`src/rtl/multi_dataflow_tile_ctrl.sv`:
```
// Tile-level sequencer for the multi_dataflow HWPE.
// Steps the engine and the inStream0/outStream0 streamers through NB_ITER tiles,
// advancing the tile addresses by their strides, and emits one done event per job.
module multi_dataflow_tile_ctrl #(
  parameter int unsigned CNT_LEN   = 1024,
  parameter int unsigned NB_ITER_W = 16,
  parameter int unsigned ADDR_W    = 32,
  localparam int unsigned CNT_W    = $clog2(CNT_LEN) + 1
) (
  input  logic                 clk_i,
  input  logic                 clear_i,
  input  logic                 start_i,
  input  logic [NB_ITER_W-1:0] nb_iter_i,
  input  logic [ADDR_W-1:0]    instream0_base_i,
  input  logic [ADDR_W-1:0]    outstream0_base_i,
  input  logic [ADDR_W-1:0]    instream0_tile_stride_i,
  input  logic [ADDR_W-1:0]    outstream0_tile_stride_i,
  input  logic [CNT_W-1:0]     cnt_limit_i,
  input  logic                 instream0_ready_i,
  input  logic                 outstream0_ready_i,
  input  logic                 outstream0_done_i,
  input  logic [CNT_W-1:0]     engine_cnt_i,
  input  logic                 engine_done_i,
  output logic                 instream0_req_start_o,
  output logic [ADDR_W-1:0]    instream0_addr_o,
  output logic                 outstream0_req_start_o,
  output logic [ADDR_W-1:0]    outstream0_addr_o,
  output logic                 engine_clear_o,
  output logic                 engine_enable_o,
  output logic                 engine_start_o,
  output logic                 busy_o,
  output logic                 done_o,
  output logic [NB_ITER_W-1:0] iter_o
);

  localparam logic [2:0] S_IDLE    = 3'd0;
  localparam logic [2:0] S_CLEAR   = 3'd1;
  localparam logic [2:0] S_LAUNCH  = 3'd2;
  localparam logic [2:0] S_COMPUTE = 3'd3;
  localparam logic [2:0] S_DRAIN   = 3'd4;
  localparam logic [2:0] S_UPDATE  = 3'd5;
  localparam logic [2:0] S_FINISH  = 3'd6;

  logic [2:0]           state_q;
  logic [2:0]           state_d;

  // Job configuration latched at start
  logic [NB_ITER_W-1:0] nb_iter_q;
  logic [CNT_W-1:0]     cnt_limit_q;
  logic [ADDR_W-1:0]    in_stride_q;
  logic [ADDR_W-1:0]    out_stride_q;

  // Per-tile progress
  logic [NB_ITER_W-1:0] iter_q;
  logic [ADDR_W-1:0]    in_addr_q;
  logic [ADDR_W-1:0]    out_addr_q;
  logic                 sink_done_seen_q;

  // Registered output decodes
  logic                 clear_q;
  logic                 fire_q;
  logic                 enable_q;
  logic                 busy_q;
  logic                 done_q;

  logic                 fire_d;
  logic                 both_ready_c;
  logic                 limit_hit_c;
  logic                 last_tile_c;

  assign both_ready_c = instream0_ready_i && outstream0_ready_i;
  assign limit_hit_c  = (cnt_limit_q != '0) && (engine_cnt_i >= cnt_limit_q);
  assign last_tile_c  = (iter_q + NB_ITER_W'(1)) == nb_iter_q;

  // State register
  always_ff @(posedge clk_i) begin
    if (clear_i) begin
      state_q <= S_IDLE;
    end else begin
      state_q <= state_d;
    end
  end

  // Next-state and next-cycle start-triplet decode.
  // The triplet is registered: it is armed on the edge that samples both
  // ready flags high and is visible during the following LAUNCH cycle,
  // after which LAUNCH leaves for COMPUTE.
  always_comb begin
    state_d = state_q;
    fire_d  = 1'b0;
    case (state_q)
      S_IDLE: begin
        if (start_i) begin
          state_d = (nb_iter_i == '0) ? S_FINISH : S_CLEAR;
        end
      end
      S_CLEAR: begin
        state_d = S_LAUNCH;
        fire_d  = both_ready_c;
      end
      S_LAUNCH: begin
        if (fire_q) begin
          state_d = S_COMPUTE;
        end else begin
          fire_d = both_ready_c;
        end
      end
      S_COMPUTE: begin
        if (engine_done_i || limit_hit_c) begin
          state_d = S_DRAIN;
        end
      end
      S_DRAIN: begin
        if (sink_done_seen_q || outstream0_done_i) begin
          state_d = S_UPDATE;
        end
      end
      S_UPDATE: begin
        state_d = last_tile_c ? S_FINISH : S_CLEAR;
      end
      S_FINISH: begin
        state_d = S_IDLE;
      end
      default: begin
        state_d = S_IDLE;
      end
    endcase
  end

  // Output pulses and levels registered from the next state
  always_ff @(posedge clk_i) begin
    if (clear_i) begin
      clear_q  <= 1'b0;
      fire_q   <= 1'b0;
      enable_q <= 1'b0;
      busy_q   <= 1'b0;
      done_q   <= 1'b0;
    end else begin
      clear_q  <= (state_d == S_CLEAR);
      fire_q   <= fire_d;
      enable_q <= (state_d == S_COMPUTE) || (state_d == S_DRAIN);
      busy_q   <= (state_d != S_IDLE);
      done_q   <= (state_d == S_FINISH);
    end
  end

  // Job configuration, tile addresses, iteration index and sticky sink-done flag
  always_ff @(posedge clk_i) begin
    if (clear_i) begin
      nb_iter_q        <= '0;
      cnt_limit_q      <= '0;
      in_stride_q      <= '0;
      out_stride_q     <= '0;
      iter_q           <= '0;
      in_addr_q        <= '0;
      out_addr_q       <= '0;
      sink_done_seen_q <= 1'b0;
    end else begin
      case (state_q)
        S_IDLE: begin
          if (start_i) begin
            nb_iter_q    <= nb_iter_i;
            cnt_limit_q  <= cnt_limit_i;
            in_stride_q  <= instream0_tile_stride_i;
            out_stride_q <= outstream0_tile_stride_i;
            in_addr_q    <= instream0_base_i;
            out_addr_q   <= outstream0_base_i;
            iter_q       <= '0;
          end
        end
        S_CLEAR: begin
          sink_done_seen_q <= 1'b0;
        end
        S_LAUNCH, S_COMPUTE, S_DRAIN: begin
          if (outstream0_done_i) begin
            sink_done_seen_q <= 1'b1;
          end
        end
        S_UPDATE: begin
          if (!last_tile_c) begin
            iter_q     <= iter_q + NB_ITER_W'(1);
            in_addr_q  <= in_addr_q + in_stride_q;
            out_addr_q <= out_addr_q + out_stride_q;
          end
        end
        default: begin
        end
      endcase
    end
  end

  assign engine_clear_o         = clear_q;
  assign instream0_req_start_o  = fire_q;
  assign outstream0_req_start_o = fire_q;
  assign engine_start_o         = fire_q;
  assign engine_enable_o        = enable_q;
  assign busy_o                 = busy_q;
  assign done_o                 = done_q;
  assign iter_o                 = iter_q;
  assign instream0_addr_o       = in_addr_q;
  assign outstream0_addr_o      = out_addr_q;

endmodule
```
`config.mk`:
```
export PLATFORM = sky130hd
export DESIGN_NAME = multi_dataflow_tile_ctrl
export DESIGN_NICKNAME = d
export VERILOG_FILES = /design/src/rtl/multi_dataflow_tile_ctrl.sv
export SDC_FILE = /design/constraint.sdc
export NUM_CORES = 1
export LEC_CHECK = 0
export CELL_PAD_IN_SITES_DETAIL_PLACEMENT = 1
export CELL_PAD_IN_SITES_GLOBAL_PLACEMENT = 2
export CORE_ASPECT_RATIO = 0.75
export CORE_UTILIZATION = 26
export CTS_CLUSTER_DIAMETER = 80
export DETAILED_ROUTE_END_ITERATION = 10
export PLACE_DENSITY = 0.76
export SYNTH_ARGS = -nofsm -noshare
export SYNTH_HDL_FRONTEND = slang
export SYNTH_SLANG_ARGS = --single-unit
```
`constraint.sdc`:
```
create_clock -name clk_i -period 2.85 [get_ports clk_i]
set_clock_uncertainty 0.1 [all_clocks]
set_input_delay 0.57 -clock clk_i [delete_from_list [all_inputs] [get_ports clk_i]]
set_output_delay 0.57 -clock clk_i [all_outputs]
set_load 0.01 [all_outputs]
```
---- Word-level counts from Yosys, hierarchy flattened ----
Index checks and enable logic that the tools add are counted.
operators by class
  equal/unequal tests ..................... 13
  multiplexer cells ....................... 20
  reductions and logical operators ........ 15
  add/sub/neg operators ................... 3
  $lt $le $gt $ge ......................... 1
operator list
  kind                                                                   number
  32-bit 2-to-1 mux                                                      4
  32-bit case mux with 2 select lines                                    2
  32-bit adder                                                           2
  16-bit 2-to-1 mux                                                      2
  16-bit case mux with 2 select lines                                    1
  3-bit 2-to-1 mux                                                       6
  3-bit case mux with 6 select lines                                     1
  16-bit by 1-bit adder with 16-bit output, second input constant        1
  16-bit equality test                                                   1
  16-bit logical NOT                                                     1
  3-bit equality test, second input constant                             4
  11-bit >= comparator                                                   1
  11-bit nonzero test                                                    1
  3-bit by 2-bit equality test with 1-bit output, second input constant  3
  3-bit by 1-bit equality test with 1-bit output, second input constant  2
  2-bit inequality test, second input constant                           3
  1-bit case mux with 2 select lines                                     2
  2-bit AND reduction                                                    2
  2-bit nonzero test                                                     2
  3-bit logical NOT                                                      1
  1-bit logical OR                                                       3
  3-bit AND reduction                                                    1
  3-bit nonzero test                                                     1
  3-bit OR reduction                                                     1
  other kinds (2)                                                        4
storage, ports and cells
  output and inout port bits .............. 87
  bits of input ports ..................... 173
  logic and storage cells ................. 66
  flip-flop bits (word level) ............. 180

---- Longest topological paths before layout ----
  depth after elaboration ................. 7
  mapped depth ............................ 13

---- Worst setup path after synthesis ----
OpenSTA, ideal clock, no wires.
  path kind ............................... reg2reg
  from .................................... register in_addr_q[1], in the netlist instream0_addr_o[1]
  to ...................................... register in_addr_q[31], in the netlist instream0_addr_o[31]
  period minus slack after synthesis ...... 2.856 ns
  cell stages (with the launch flop) ...... 11
  data arrival time ....................... 2.640 ns
  buffers on the path ..................... 0
  library setup time ...................... 0.116 ns
  setup slack ............................. -0.006 ns
  cell sequence ........................... dfxtp_1 ha_1 a211oi_1 o21ai_1 o311a_1 o211a_1 o41a_1 a31oi_2 mux2i_1 nor4_1 a31o_2
on the way
  longest elaborated chain between the ends .. 3
RTL lines
  item                                 RTL line  RTL
  start, declared                      55        logic [ADDR_W-1:0] in_addr_q;
  start signal, assigned               166       in_addr_q <= instream0_base_i;
  start signal, assigned               182       in_addr_q <= in_addr_q + in_stride_q;
  32-bit adder                         182
  32-bit 2-to-1 mux                    180       if (!last_tile_c) begin
  32-bit case mux with 2 select lines  159       case (state_q)
No other way between the ends. The select of a mux whose other input is x is not followed.
A chain may end at the register's enable or synchronous reset.

---- Worst setup path after layout ----
  from .................................... register out_addr_q[0], in the netlist outstream0_addr_o[0]
  to ...................................... register out_addr_q[24], in the netlist outstream0_addr_o[24]
on the way
  longest elaborated chain between the ends .. 3
RTL lines
  item                                 RTL line  RTL
  start, declared                      56        logic [ADDR_W-1:0] out_addr_q;
  start signal, assigned               167       out_addr_q <= outstream0_base_i;
  start signal, assigned               183       out_addr_q <= out_addr_q + out_stride_q;
  32-bit adder                         183
  32-bit 2-to-1 mux                    180
  32-bit case mux with 2 select lines  159
No other way between the ends. The select of a mux whose other input is x is not followed.

==> flow_results.xml <==
<?xml version="1.0" encoding="UTF-8"?>
<metrics>
  <group name="sta">
    <metric name="worstMarginPinSlew" unit="ns">0.817</metric>
    <metric name="worst_slew_margin_rel" unit="%">45.4</metric>
    <metric name="period_needed" unit="ns">2.87</metric>
    <metric name="timing.fmax" unit="MHz">349</metric>
    <metric name="final-hold-violation-count" unit="">0</metric>
    <metric name="setup-violations-final" unit="">3</metric>
    <metric name="rsz0062_at_grt" unit="">true</metric>
    <metric name="final_worst_hold_slack" unit="ns">0.357</metric>
    <metric name="setup_slack" unit="ns">-0.0183</metric>
    <metric name="timing.final.crit_share" unit="%">101</metric>
    <metric name="timing_max_transition_violations_final" unit="">0</metric>
  </group>
  <group name="floorplanning">
    <metric name="top_level_ports" unit="">260</metric>
    <metric name="chip_width" unit="um">241</metric>
    <metric name="num_rows" unit="">65</metric>
    <metric name="chipHeight" unit="um">181</metric>
    <metric name="core" unit="um2">42100</metric>
    <metric name="initial_utilization" unit="%">26.5</metric>
    <metric name="die-area" unit="um2">43700</metric>
  </group>
  <group name="yosys">
    <metric name="synthesis.area" unit="um2">11100</metric>
    <metric name="ys_ff_latch" unit="">180</metric>
    <metric name="postSynthAreaPerCell" unit="um2">7.67</metric>
    <metric name="synth.yosys.warnings" unit="">0</metric>
    <metric name="seq_area_frac_synth" unit="%">32.3</metric>
    <metric name="synth_flop_cell" unit="">dfxtp_1</metric>
    <metric name="synth-edff-count" unit="">0</metric>
    <metric name="synth-async-reset-ratio" unit="%">0</metric>
    <metric name="synth_nets" unit="">1702</metric>
    <metric name="ys_types" unit="">78</metric>
    <metric name="synth_cells" unit="">1453</metric>
  </group>
  <group name="setup_path">
    <metric name="kind_of_critical_path" unit="">register to register</metric>
    <metric name="critical-path-top-cell-by-count" unit="">o31a_1</metric>
    <metric name="critPathSlowestCell" unit="">o311a_1</metric>
    <metric name="critical_path.n_buffers_inverters" unit="">1</metric>
    <metric name="critical_path_peak_fanout" unit="">3</metric>
    <metric name="timing.critical_path.slowest_cell_delay" unit="ns">0.37</metric>
    <metric name="timing.critical_path.cells" unit="">ha_4 &gt; inv_2 &gt; fa_2 &gt; nor2b_1 &gt; o31a_1 &gt; o31a_1 &gt; o311a_1 &gt; o41ai_4 &gt; o21ai_2 &gt; a221oi_2 &gt; or3_1 &gt; a31oi_1</metric>
    <metric name="endpoint_arrival_time_on_the_critical_path" unit="ns">3.10</metric>
    <metric name="rrSetupSlack" unit="ns">-0.02</metric>
    <metric name="worst_setup_path_end_kind" unit="">register</metric>
    <metric name="worst_path_dominant_cell_family" unit="">compound AO/OA/AOI/OAI gates</metric>
    <metric name="cp_required" unit="ns">3.09</metric>
    <metric name="crit_path_start_kind" unit="">register</metric>
  </group>
  <group name="detailed_routing">
    <metric name="drt.antenna.violating_nets" unit="">0</metric>
    <metric name="vias_per_cell" unit="">5.03</metric>
    <metric name="routed-via-count" unit="">12032</metric>
    <metric name="detail_route.drc_violations" unit="">0</metric>
    <metric name="dr.first_iter.drc_count" unit="">579</metric>
    <metric name="drt-pass1-iter-count" unit="">5</metric>
    <metric name="route.detailed.wl_per_inst" unit="um">19.3</metric>
    <metric name="postRouteWirelength" unit="um">46300</metric>
  </group>
  <group name="clock_tree">
    <metric name="cts.path.max_buffers" unit="">2</metric>
    <metric name="cts_tree" unit="">done</metric>
    <metric name="cts.hold.buffers_added" unit="">0</metric>
    <metric name="clock_sink_count" unit="">180</metric>
    <metric name="cts_htree_levels" unit="">4</metric>
    <metric name="numCtsBuffers" unit="">17</metric>
    <metric name="root_buffer" unit="">clkbuf_16</metric>
    <metric name="clkTransAtPathRegs" unit="ns">0.08</metric>
    <metric name="worst_skew_pair.late_latency" unit="ns">0.45</metric>
  </group>
  <group name="grt">
    <metric name="largest_net_degree_at_the_start_of_global_routing" unit="">72</metric>
    <metric name="top_usage_layer" unit="">met2</metric>
    <metric name="grtUsageMet1" unit="%">27.0</metric>
    <metric name="grt.overflow.total" unit="">0</metric>
    <metric name="grt_use_met2" unit="%">31.0</metric>
    <metric name="antenna_found_initial" unit="">4</metric>
    <metric name="grt_pass1_wl" unit="um">67300</metric>
    <metric name="met3_use_gr" unit="%">4.11</metric>
    <metric name="first_global_vias" unit="">12188</metric>
    <metric name="track_usage" unit="%">19.7</metric>
  </group>
  <group name="place">
    <metric name="buffer_ports.inserted" unit="">259</metric>
    <metric name="gp_routability_congestion" unit="">0.860</metric>
    <metric name="detailedPlacementHpwl" unit="um">32600</metric>
  </group>
  <group name="flow_run">
    <metric name="drv.max_cap_violation_count" unit="">0</metric>
  </group>
  <group name="layout">
    <metric name="post_route_cells_drive_above_1_share" unit="%">20.4</metric>
    <metric name="syn_to_final_growth" unit="%">54.8</metric>
    <metric name="layout.nets" unit="">2059</metric>
    <metric name="mostFrequentLayoutCell" unit="">nand2_1</metric>
    <metric name="commonest_non_fill_non_tap_cells_in_the_layout" unit="">nand2_1 (281), clkdlybuf4s50_1 (258), dfxtp_1 (165)</metric>
  </group>
  <group name="hold_path">
    <metric name="hold_class" unit="">input port to register</metric>
  </group>
  <group name="pwr">
    <metric name="power_per_cell_area" unit="nW/um2">468</metric>
    <metric name="max-vdd-ir-drop" unit="mV">0.424</metric>
    <metric name="power_leakage" unit="nW">6.72</metric>
    <metric name="report.power.total" unit="mW">8.08</metric>
  </group>
  <group name="status">
    <metric name="status" unit="">finished with violations</metric>
    <metric name="violations_in_the_final_reports" unit="">setup timing</metric>
  </group>
</metrics>
==> registers in the layout, summed over array words and instances (netlist names), 3 cells and up <==
name and cells:
out_stride_q 32, iter_o 16, state_q 3, nb_iter_q 16
cnt_limit_q 11, in_stride_q 32, instream0_addr_o 32, outstream0_addr_o 32
==> path summary, 6_finish.rpt <==
kind	cells after the start	start	endpoint
max	12	outstream0_addr_o[0]	outstream0_addr_o[24]
min reg2reg	2	in_stride_q[20]	in_stride_q[20]
min	2	clear_i	iter_o[5]
max reg2reg	12	outstream0_addr_o[0]	outstream0_addr_o[24]
==> power breakdown <==
part / internal [mW] / total (mW) / switching, mW
clock network: 1.41 / 2.61 / 1.20
registers: 2.73 / 2.92 / 0.192
logic: 1.28 / 2.55 / 1.28
==> repair_timing <==
action                     CTS  global route
pin swaps                   35            71
gates cloned                 0            14
hold endpoints to repair     0             0
gates resized for setup     54           160
setup buffers                6            25
setup endpoints to repair   81            82
==> cell usage after synthesis (all sizes together), types with 5 or more instances <==
cell	instances	area share, %
and3	16	0.90
nor2b	14	0.79
dfxtp	180	32
and2	7	0.39
o2111ai	6	0.53
inv	29	0.98
clkbuf	72	2.4
or3	7	0.44
ha	74	8.3
and4	10	0.79
nand4	10	0.62
o211ai	12	0.81
a31oi	26	1.5
nand3	28	1.3
a21o	25	1.7
buf	19	1.2
o21ai	80	3.6
nand2b	11	0.62
nor2	114	3.8
nand2	283	9.6
a211oi	36	2.5
o21a	13	0.88
xor2	25	2.0
nor4	12	0.67
o311a	5	0.45
nor3	37	1.7
a311oi	25	2.8
a21oi	173	7.8
or2	5	0.28
xnor2	47	3.7
==> through the flow <==
step                      cell area (um2)  setup TNS (ns)  worst slack, ns  cells  utilization (%)
after global placement              15100           -3.14           -0.277   2316             35.9
after CTS                           16100          -0.209           -0.101   2354             38.1
after floorplan                     11100               0           0.0169   1453                -
final                               17300         -0.0414          -0.0183   2394             41.0
after detailed placement            15100           -7.53           -0.326   2316             35.9
after global routing                17200           -4.09           -0.184   2392             40.9
==> layout make-up <==
cell class	count	area, um2
multi-input combinational	1155	7920
antenna	2	5.00
inverter	29	111
clock inverter	14	189
fill	4963	24900
timing repair buffer	427	4260
clock buffer	18	429
sequential	180	3630
tap	569	712
==> logic make-up (layout without fill, tap and decap cells) <==
family | count (synthesis) | after routing | share of synthesized area (%)
compound gates | 439 | 439 | 25.9
xor+xnor | 72 | 72 | 5.66
fa+ha+maj | 76 | 76 | 8.67
buf+inv | 120 | 488 | 4.57
flops | 180 | 180 | 32.3
mux | 3 | 3 | 0.281
other cells | 0 | 2 | 0
simple gates | 563 | 565 | 22.5
==> routing by layer <==
metal / routed length [um] / vias up
met5: 38 / -
met2: 21000 / 214
met3: 1930 / 34
met1: 22700 / 5876
met4: 558 / 6
li1: - / 5902
(Power assumes the default switching activity.)
